File: src/rtl/fm_pkg.sv
// Shared FM pipeline definitions: default datapath widths, the one-hot
// requester tag carried through the shared multiplier, and saturation bounds.
package fm_pkg;

  localparam int FM_DATA_WIDTH = 32;
  localparam int FM_FRAC_BITS  = 10;
  localparam int FM_MAX_REQ    = 8;

  // One-hot requester tag; sized for the largest supported requester count,
  // unused upper bits stay zero.
  typedef logic [FM_MAX_REQ-1:0] mul_tag_t;

  // Saturation bounds for the default data width.
  localparam logic [FM_DATA_WIDTH-1:0] FM_SAT_MAX = {1'b0, {(FM_DATA_WIDTH-1){1'b1}}};
  localparam logic [FM_DATA_WIDTH-1:0] FM_SAT_MIN = {1'b1, {(FM_DATA_WIDTH-1){1'b0}}};

endpackage

File: src/rtl/rr_arbiter.sv
// Round-robin arbiter: grants the first asserted request at or after the
// pointer (scanning upward, wrapping) and returns the pointer that follows
// the winner. Purely combinational so it can be reused elsewhere.
module rr_arbiter #(
  parameter int N     = 4,
  parameter int PTR_W = $clog2(N)
) (
  input  logic [N-1:0]     i_req,
  input  logic [PTR_W-1:0] i_ptr,
  output logic [N-1:0]     o_gnt,
  output logic [PTR_W-1:0] o_ptr_next
);

  // Scan from the pointer, take the first hit; pointer holds when idle.
  always_comb begin
    logic             w_found;
    logic [PTR_W-1:0] w_idx;
    o_gnt      = '0;
    o_ptr_next = i_ptr;
    w_found    = 1'b0;
    w_idx      = '0;
    for (int k = 0; k < N; k++) begin
      w_idx = PTR_W'((int'(i_ptr) + k) % N);
      if (!w_found && i_req[w_idx]) begin
        o_gnt[w_idx] = 1'b1;
        o_ptr_next   = PTR_W'((int'(w_idx) + 1) % N);
        w_found      = 1'b1;
      end
    end
  end

endmodule

File: src/rtl/mult_share_arb.sv
// Shared signed fixed-point multiplier time-multiplexed among NUM_REQ
// requesters by a round-robin arbiter. A one-hot tag follows each operation
// through MULT_LATENCY stages and becomes the result strobe.
// Optional feature: define MULT_SHARE_ARB_SATURATE_EN to clamp results that
// exceed the signed DATA_WIDTH range instead of wrapping.
module mult_share_arb
  import fm_pkg::*;
#(
  parameter int DATA_WIDTH   = FM_DATA_WIDTH,
  parameter int NUM_REQ      = 4,
  parameter int MULT_LATENCY = 3,
  parameter int FRAC_BITS    = FM_FRAC_BITS
) (
  input  logic                          i_clock,
  input  logic                          i_reset,
  input  logic [NUM_REQ-1:0]            i_req,
  input  logic [NUM_REQ*DATA_WIDTH-1:0] i_op_a,
  input  logic [NUM_REQ*DATA_WIDTH-1:0] i_op_b,
  output logic [NUM_REQ-1:0]            o_gnt,
  output logic [NUM_REQ-1:0]            o_rsp_valid,
  output logic [DATA_WIDTH-1:0]         o_rsp_data,
  output logic                          o_busy
);

  localparam int PTR_W = $clog2(NUM_REQ);

  logic [PTR_W-1:0]               r_rr_ptr;
  logic [PTR_W-1:0]               w_rr_ptr_next;
  logic [NUM_REQ-1:0]             w_req_masked;
  logic [NUM_REQ-1:0]             w_gnt;
  logic [DATA_WIDTH-1:0]          w_masked_a [NUM_REQ];
  logic [DATA_WIDTH-1:0]          w_masked_b [NUM_REQ];
  logic signed [DATA_WIDTH-1:0]   w_sel_a;
  logic signed [DATA_WIDTH-1:0]   w_sel_b;
  logic signed [DATA_WIDTH-1:0]   w_mul_a;
  logic signed [DATA_WIDTH-1:0]   w_mul_b;
  logic signed [2*DATA_WIDTH-1:0] w_full;
  logic signed [2*DATA_WIDTH-1:0] w_shift;
  logic [DATA_WIDTH-1:0]          w_res;
  mul_tag_t                       w_gnt_tag;
  mul_tag_t                       r_tag [MULT_LATENCY];
  logic [DATA_WIDTH-1:0]          r_rsp_data;
  logic                           w_busy;

  // Requests are ignored while reset is held so nothing is accepted then.
  assign w_req_masked = i_reset ? '0 : i_req;

  rr_arbiter #(
    .N     (NUM_REQ),
    .PTR_W (PTR_W)
  ) u_arb (
    .i_req      (w_req_masked),
    .i_ptr      (r_rr_ptr),
    .o_gnt      (w_gnt),
    .o_ptr_next (w_rr_ptr_next)
  );

  assign o_gnt = w_gnt;

  // Round-robin pointer; the arbiter already holds it when nothing is granted.
  always_ff @(posedge i_clock) begin
    if (i_reset) r_rr_ptr <= '0;
    else         r_rr_ptr <= w_rr_ptr_next;
  end

  // Per-requester operands gated by their grant bit, then OR-combined below.
  for (genvar gi = 0; gi < NUM_REQ; gi++) begin : g_opmask
    assign w_masked_a[gi] = w_gnt[gi] ? i_op_a[gi*DATA_WIDTH +: DATA_WIDTH] : '0;
    assign w_masked_b[gi] = w_gnt[gi] ? i_op_b[gi*DATA_WIDTH +: DATA_WIDTH] : '0;
  end

  // Grant is one-hot, so OR-ing the gated operands selects the winner.
  always_comb begin
    w_sel_a = '0;
    w_sel_b = '0;
    for (int k = 0; k < NUM_REQ; k++) begin
      w_sel_a = w_sel_a | w_masked_a[k];
      w_sel_b = w_sel_b | w_masked_b[k];
    end
  end

  // Widen the grant vector into the tag type carried down the pipeline.
  always_comb begin
    w_gnt_tag              = '0;
    w_gnt_tag[NUM_REQ-1:0] = w_gnt;
  end

  // Extra latency goes in front of the multiply so synthesis can retime it.
  if (MULT_LATENCY > 1) begin : g_pre
    logic signed [DATA_WIDTH-1:0] r_pre_a [MULT_LATENCY-1];
    logic signed [DATA_WIDTH-1:0] r_pre_b [MULT_LATENCY-1];

    // Operand delay line ahead of the multiplier.
    always_ff @(posedge i_clock) begin
      if (i_reset) begin
        for (int k = 0; k < MULT_LATENCY-1; k++) begin
          r_pre_a[k] <= '0;
          r_pre_b[k] <= '0;
        end
      end else begin
        r_pre_a[0] <= w_sel_a;
        r_pre_b[0] <= w_sel_b;
        for (int k = 1; k < MULT_LATENCY-1; k++) begin
          r_pre_a[k] <= r_pre_a[k-1];
          r_pre_b[k] <= r_pre_b[k-1];
        end
      end
    end

    assign w_mul_a = r_pre_a[MULT_LATENCY-2];
    assign w_mul_b = r_pre_b[MULT_LATENCY-2];
  end else begin : g_direct
    assign w_mul_a = w_sel_a;
    assign w_mul_b = w_sel_b;
  end

  // Full-precision signed product, then drop the fraction bits (floor).
  assign w_full  = (2*DATA_WIDTH)'(w_mul_a) * (2*DATA_WIDTH)'(w_mul_b);
  assign w_shift = w_full >>> FRAC_BITS;

`ifdef MULT_SHARE_ARB_SATURATE_EN
  localparam logic signed [2*DATA_WIDTH-1:0] SAT_HI_EXT =
    (2*DATA_WIDTH)'({1'b0, {(DATA_WIDTH-1){1'b1}}});
  localparam logic signed [2*DATA_WIDTH-1:0] SAT_LO_EXT =
    {{(DATA_WIDTH+1){1'b1}}, {(DATA_WIDTH-1){1'b0}}};

  // Clamp out-of-range results to the nearest representable bound.
  always_comb begin
    if (w_shift > SAT_HI_EXT)      w_res = {1'b0, {(DATA_WIDTH-1){1'b1}}};
    else if (w_shift < SAT_LO_EXT) w_res = {1'b1, {(DATA_WIDTH-1){1'b0}}};
    else                           w_res = DATA_WIDTH'(w_shift);
  end
`else
  // Plain truncation; out-of-range results wrap.
  always_comb begin
    w_res = DATA_WIDTH'(w_shift);
  end
`endif

  // Tag pipeline: the grant vector travels alongside the operands.
  always_ff @(posedge i_clock) begin
    if (i_reset) begin
      for (int k = 0; k < MULT_LATENCY; k++) r_tag[k] <= '0;
    end else begin
      r_tag[0] <= w_gnt_tag;
      for (int k = 1; k < MULT_LATENCY; k++) r_tag[k] <= r_tag[k-1];
    end
  end

  // Output data register, aligned with the last tag stage.
  always_ff @(posedge i_clock) begin
    if (i_reset) r_rsp_data <= '0;
    else         r_rsp_data <= w_res;
  end

  // Busy while any stage carries a live tag.
  always_comb begin
    w_busy = 1'b0;
    for (int k = 0; k < MULT_LATENCY; k++) w_busy = w_busy | (|r_tag[k]);
  end

  assign o_rsp_valid = r_tag[MULT_LATENCY-1][NUM_REQ-1:0];
  assign o_rsp_data  = r_rsp_data;
  assign o_busy      = w_busy;

endmodule

File: config.mk
export PLATFORM = sky130hd
export DESIGN_NAME = mult_share_arb
export DESIGN_NICKNAME = d
export VERILOG_FILES = /design/src/rtl/fm_pkg.sv /design/src/rtl/rr_arbiter.sv /design/src/rtl/mult_share_arb.sv
export SDC_FILE = /design/constraint.sdc
export NUM_CORES = 2
export LEC_CHECK = 0
export CAP_MARGIN = 40
export CORE_MARGIN = 3
export CORE_UTILIZATION = 45
export CTS_BUF_LIST = sky130_fd_sc_hd__clkbuf_8
export DETAILED_ROUTE_END_ITERATION = 6
export PLACE_DENSITY = 0.73
export SKIP_CTS_REPAIR_TIMING = 1
export SLEW_MARGIN = 15
export SYNTH_ARGS = -nofsm -noshare
export SYNTH_HDL_FRONTEND = slang
export SYNTH_SLANG_ARGS = --single-unit
File: constraint.sdc
create_clock -name i_clock -period 9.6 [get_ports i_clock]
set_clock_uncertainty 0.1 [all_clocks]
set_input_delay 2.88 -clock i_clock [delete_from_list [all_inputs] [get_ports i_clock]]
set_output_delay 2.88 -clock i_clock [all_outputs]
set_load 0.005 [all_outputs]
==> results.yml <==
sta:
  rsz0062_at_grt: "false"
  setup_violations: 0
  period_share_pct: 88.0
  worstMarginPinSlew_ns: 0.876
  relSlewSlack_pct: 41.5
  hold_viol: 0
  slew_viol_final: 0
  fmax_ghz: 0.118
  fin_crit_ns: 8.45
  tns_ns: 0
  whs_ns: 0.331
global_route:
  grt_pass1_vias: 25327
  grt.met2_usage_pct: 44.1
  top_usage_layer: "met2"
  grt_antenna_before_repair: 6
  grt_pass1_wl_mm: 140
  globalRouteOverflowTotal: 0
  track_usage_pct: 26.0
  grtUsageMet1_pct: 31.8
  grt_max_degree: 66
  use_met3_pct: 5.00
finish:
  drive_gt1_share_pct: 3.58
  areaGrowthSynthToFinish_pct: 14.2
  final_cell_count_no_fill: 4394
  final_cell_area_um2: 35200
  fin_nets: 4626
  utilization_pct: 52.2
yosys:
  synth_top_area_share_pct: 45.0
  syn_avg_cell_area_um2: 9.34
  syn_area_um2: 30800
  syn_inst: 3302
  synth_top_area_cell: "fa_1"
  synth_edf_count: 0
  synth_nets: 4423
  synthTopCellsByArea: "fa_1 (45%), dfxtp_1 (11%), and2_1 (9.4%)"
  ys_types: 55
  synth_seq_cells: 174
  ys.flop_type: "dfxtp_1"
  async_flop_share_pct: 0
  yosys_warnings: 0
  synth.yosys.seq_area_share_pct: 11.3
worst_setup_path:
  arrival_ns: 5.47
  end_kind: "output pin"
  startpoint_type: "input port"
  criticalPathCategory: "input port to output pin"
  crit_required_ns: 6.62
  cp_max_fo: 10
routing:
  drt_iter0_markers: 1399
  firstDrtPassIters: 5
  viasPerCell: 5.25
  totalWireLength_mm: 89.2
  vias: 23067
  ant_nets: 0
  drc_errors: 0
  avgRoutedWirePerCell_um: 20.3
clocking:
  cts_tree: "done"
  root_buffer: "clkbuf_8"
  cts_max_level: 4
  cts.reportedPaths.clkPinSlew_ns: 0.11
  numCtsBuffers: 17
  cts_sinks: 174
  clock_latency_ns: 0.56
  clockBufferDepth: 2
die:
  core_area_um2: 67500
  fp-row-count: 95
  chipHeight_um: 268
  fp.dieArea_um2: 71700
  io_pins: 303
  die_w_um: 268
  initial_core_util_pct: 45.7
placement:
  dp.cells: 4357
  io_buffers: 302
  dp_hpwl_mm: 72.9
  gp_congestion: 1.01
  placed_area_um2: 34800
power_and_ir_drop:
  comb_power_share_pct: 77.2
  p_sw_share_pct: 53.7
  clockPowerShare_pct: 6.8
  power.density_nw_per_um2: 239
  ir_drop_mv: 0.298
  seq_power_share_pct: 16.1
  leakage_nw: 16.7
  netSwitchingPower_mw: 4.52
  p_int_mw: 3.90
hold_path:
  hp-class: "flop to flop"
run_status:
  status: "complete, no violations"
run:
  drv_cap: 0
-- logic make-up (layout without fill, tap and decap cells) --
family,count (synthesis),in the layout,synth area share [%]
other,0,3,0
AOI/OAI and AO/OA,242,242,5.54
and+or+nand+nor,1038,1038,17.5
buffers and inverters,899,1115,11.3
muxes,9,9,0.320
xor gates and xnor gates,81,81,2.30
adders and majority gates,859,859,51.7
DFF,174,174,11.3
-- flip-flops by register name, indices dropped and copies added (netlist names) --
name and count:
g_pre.r_pre_a 64, g_pre.r_pre_b 64, o_rsp_data 32, r_rr_ptr 2, r_tag 12
-- worst max-delay path, stage by stage --
cell             delay (ns)
clkdlybuf4s50_1        0.42
mux2i_1                0.18
nor2_1                 0.08
mux2_4                 0.32
nor2b_1                0.30
a22oi_1                0.20
o21ai_4                0.47
clkdlybuf4s50_1        0.60
-- area by class of cell --
cell class / instances / area [µm²]
clock inverters: 15 / 190
diodes: 3 / 7.51
clock buffers: 17 / 234
inverters: 708 / 2660
fillers: 6143 / 32300
flip-flops and latches: 174 / 3490
repair buffers: 375 / 3650
well taps: 873 / 1090
multi-input cells: 2229 / 23900
-- cells in the mapped netlist (3+ instances only) --
| cell | count |
|---|---|
| inv_1 | 708 |
| fa_1 | 694 |
| and2_1 | 465 |
| nand2_1 | 393 |
| dfxtp_1 | 174 |
| ha_1 | 165 |
| clkbuf_1 | 155 |
| a22oi_1 | 136 |
| nor2b_1 | 79 |
| xnor2_1 | 60 |
| nor2_1 | 53 |
| a21oi_1 | 35 |
| buf_4 | 28 |
| xor2_1 | 21 |
| a21o_1 | 17 |
| o21ai_0 | 14 |
| nand3_1 | 11 |
| nor3_1 | 7 |
| nand2b_1 | 6 |
| mux2i_1 | 5 |
| nor4_1 | 5 |
| o21a_1 | 5 |
| a31oi_1 | 4 |
| buf_2 | 4 |
| o21bai_1 | 4 |
| and3_1 | 3 |
| mux2_2 | 3 |
| nand4_1 | 3 |
| o211ai_1 | 3 |
| o21ai_1 | 3 |
| o31ai_1 | 3 |
-- routing by layer --
metal / up-vias / wire [µm]
met4: 0 / 4650
met1: 11730 / 33400
met5: - / 0
li1: 10097 / -
met2: 1029 / 43800
met3: 211 / 7310
-- layout by cell type, fill, tap and decap left out, types with 3 or more instances in the layout --
cell             count
nor3_1               7
nand2_1            393
xnor2_1             60
buf_4               65
o21a_1               5
nor2b_1             79
inv_8                4
ha_1               165
clkinv_8             4
o21ai_4              4
o211ai_1             3
a22oi_1            136
mux2i_1              5
clkdlybuf4s50_1    301
a21oi_1             35
nand4_1              3
clkbuf_8            17
nor2_1              53
a31oi_1              4
a21o_1              17
inv_1              708
o21ai_0             14
nand2b_1             6
nand3_1             11
o21bai_1             4
xor2_1              21
inv_6                3
and2_1             465
dfxtp_2              7
dfxtp_1            167
fa_1               694
and3_1               3
diode_2              3
buf_8                7
nor4_1               5
o31ai_1              3
mux2_2               3
-- per-stage QoR --
step / setup WS (ns) / power [mW]
2_1_floorplan: 2.42 / 5.75
3_3_place_gp: 1.22 / 7.68
3_5_place_dp: 1.18 / 7.81
4_1_cts: 1.17 / 8.44
5_1_grt: 0.953 / 9.24
6_report: 1.15 / 8.43
-- path summary, 6_finish.rpt --
kind                                            from                    to  slack (ns)  depth (start not counted)
worst min-delay path            g_pre.r_pre_b[0][20]  g_pre.r_pre_b[0][52]        0.33                          1
worst max register to register  g_pre.r_pre_b[0][41]        o_rsp_data[30]        1.27                         23
worst max-delay path                        i_req[2]              o_gnt[2]        1.15                          8
worst min register to register  g_pre.r_pre_b[0][20]  g_pre.r_pre_b[0][52]        0.33                          1
-- power by group through the flow --
stage / clock [mW] / sequential, mW / combinational, mW
5_1_grt: 0.609 / 1.38 / 7.26
3_3_place_gp: 0 / 1.40 / 6.28
2_1_floorplan: 0 / 1.10 / 4.65
4_1_cts: 0.591 / 1.36 / 6.50
3_5_place_dp: 0 / 1.38 / 6.44
6_report: 0.569 / 1.35 / 6.51
Note: power is estimated with default switching activity, not from simulation.
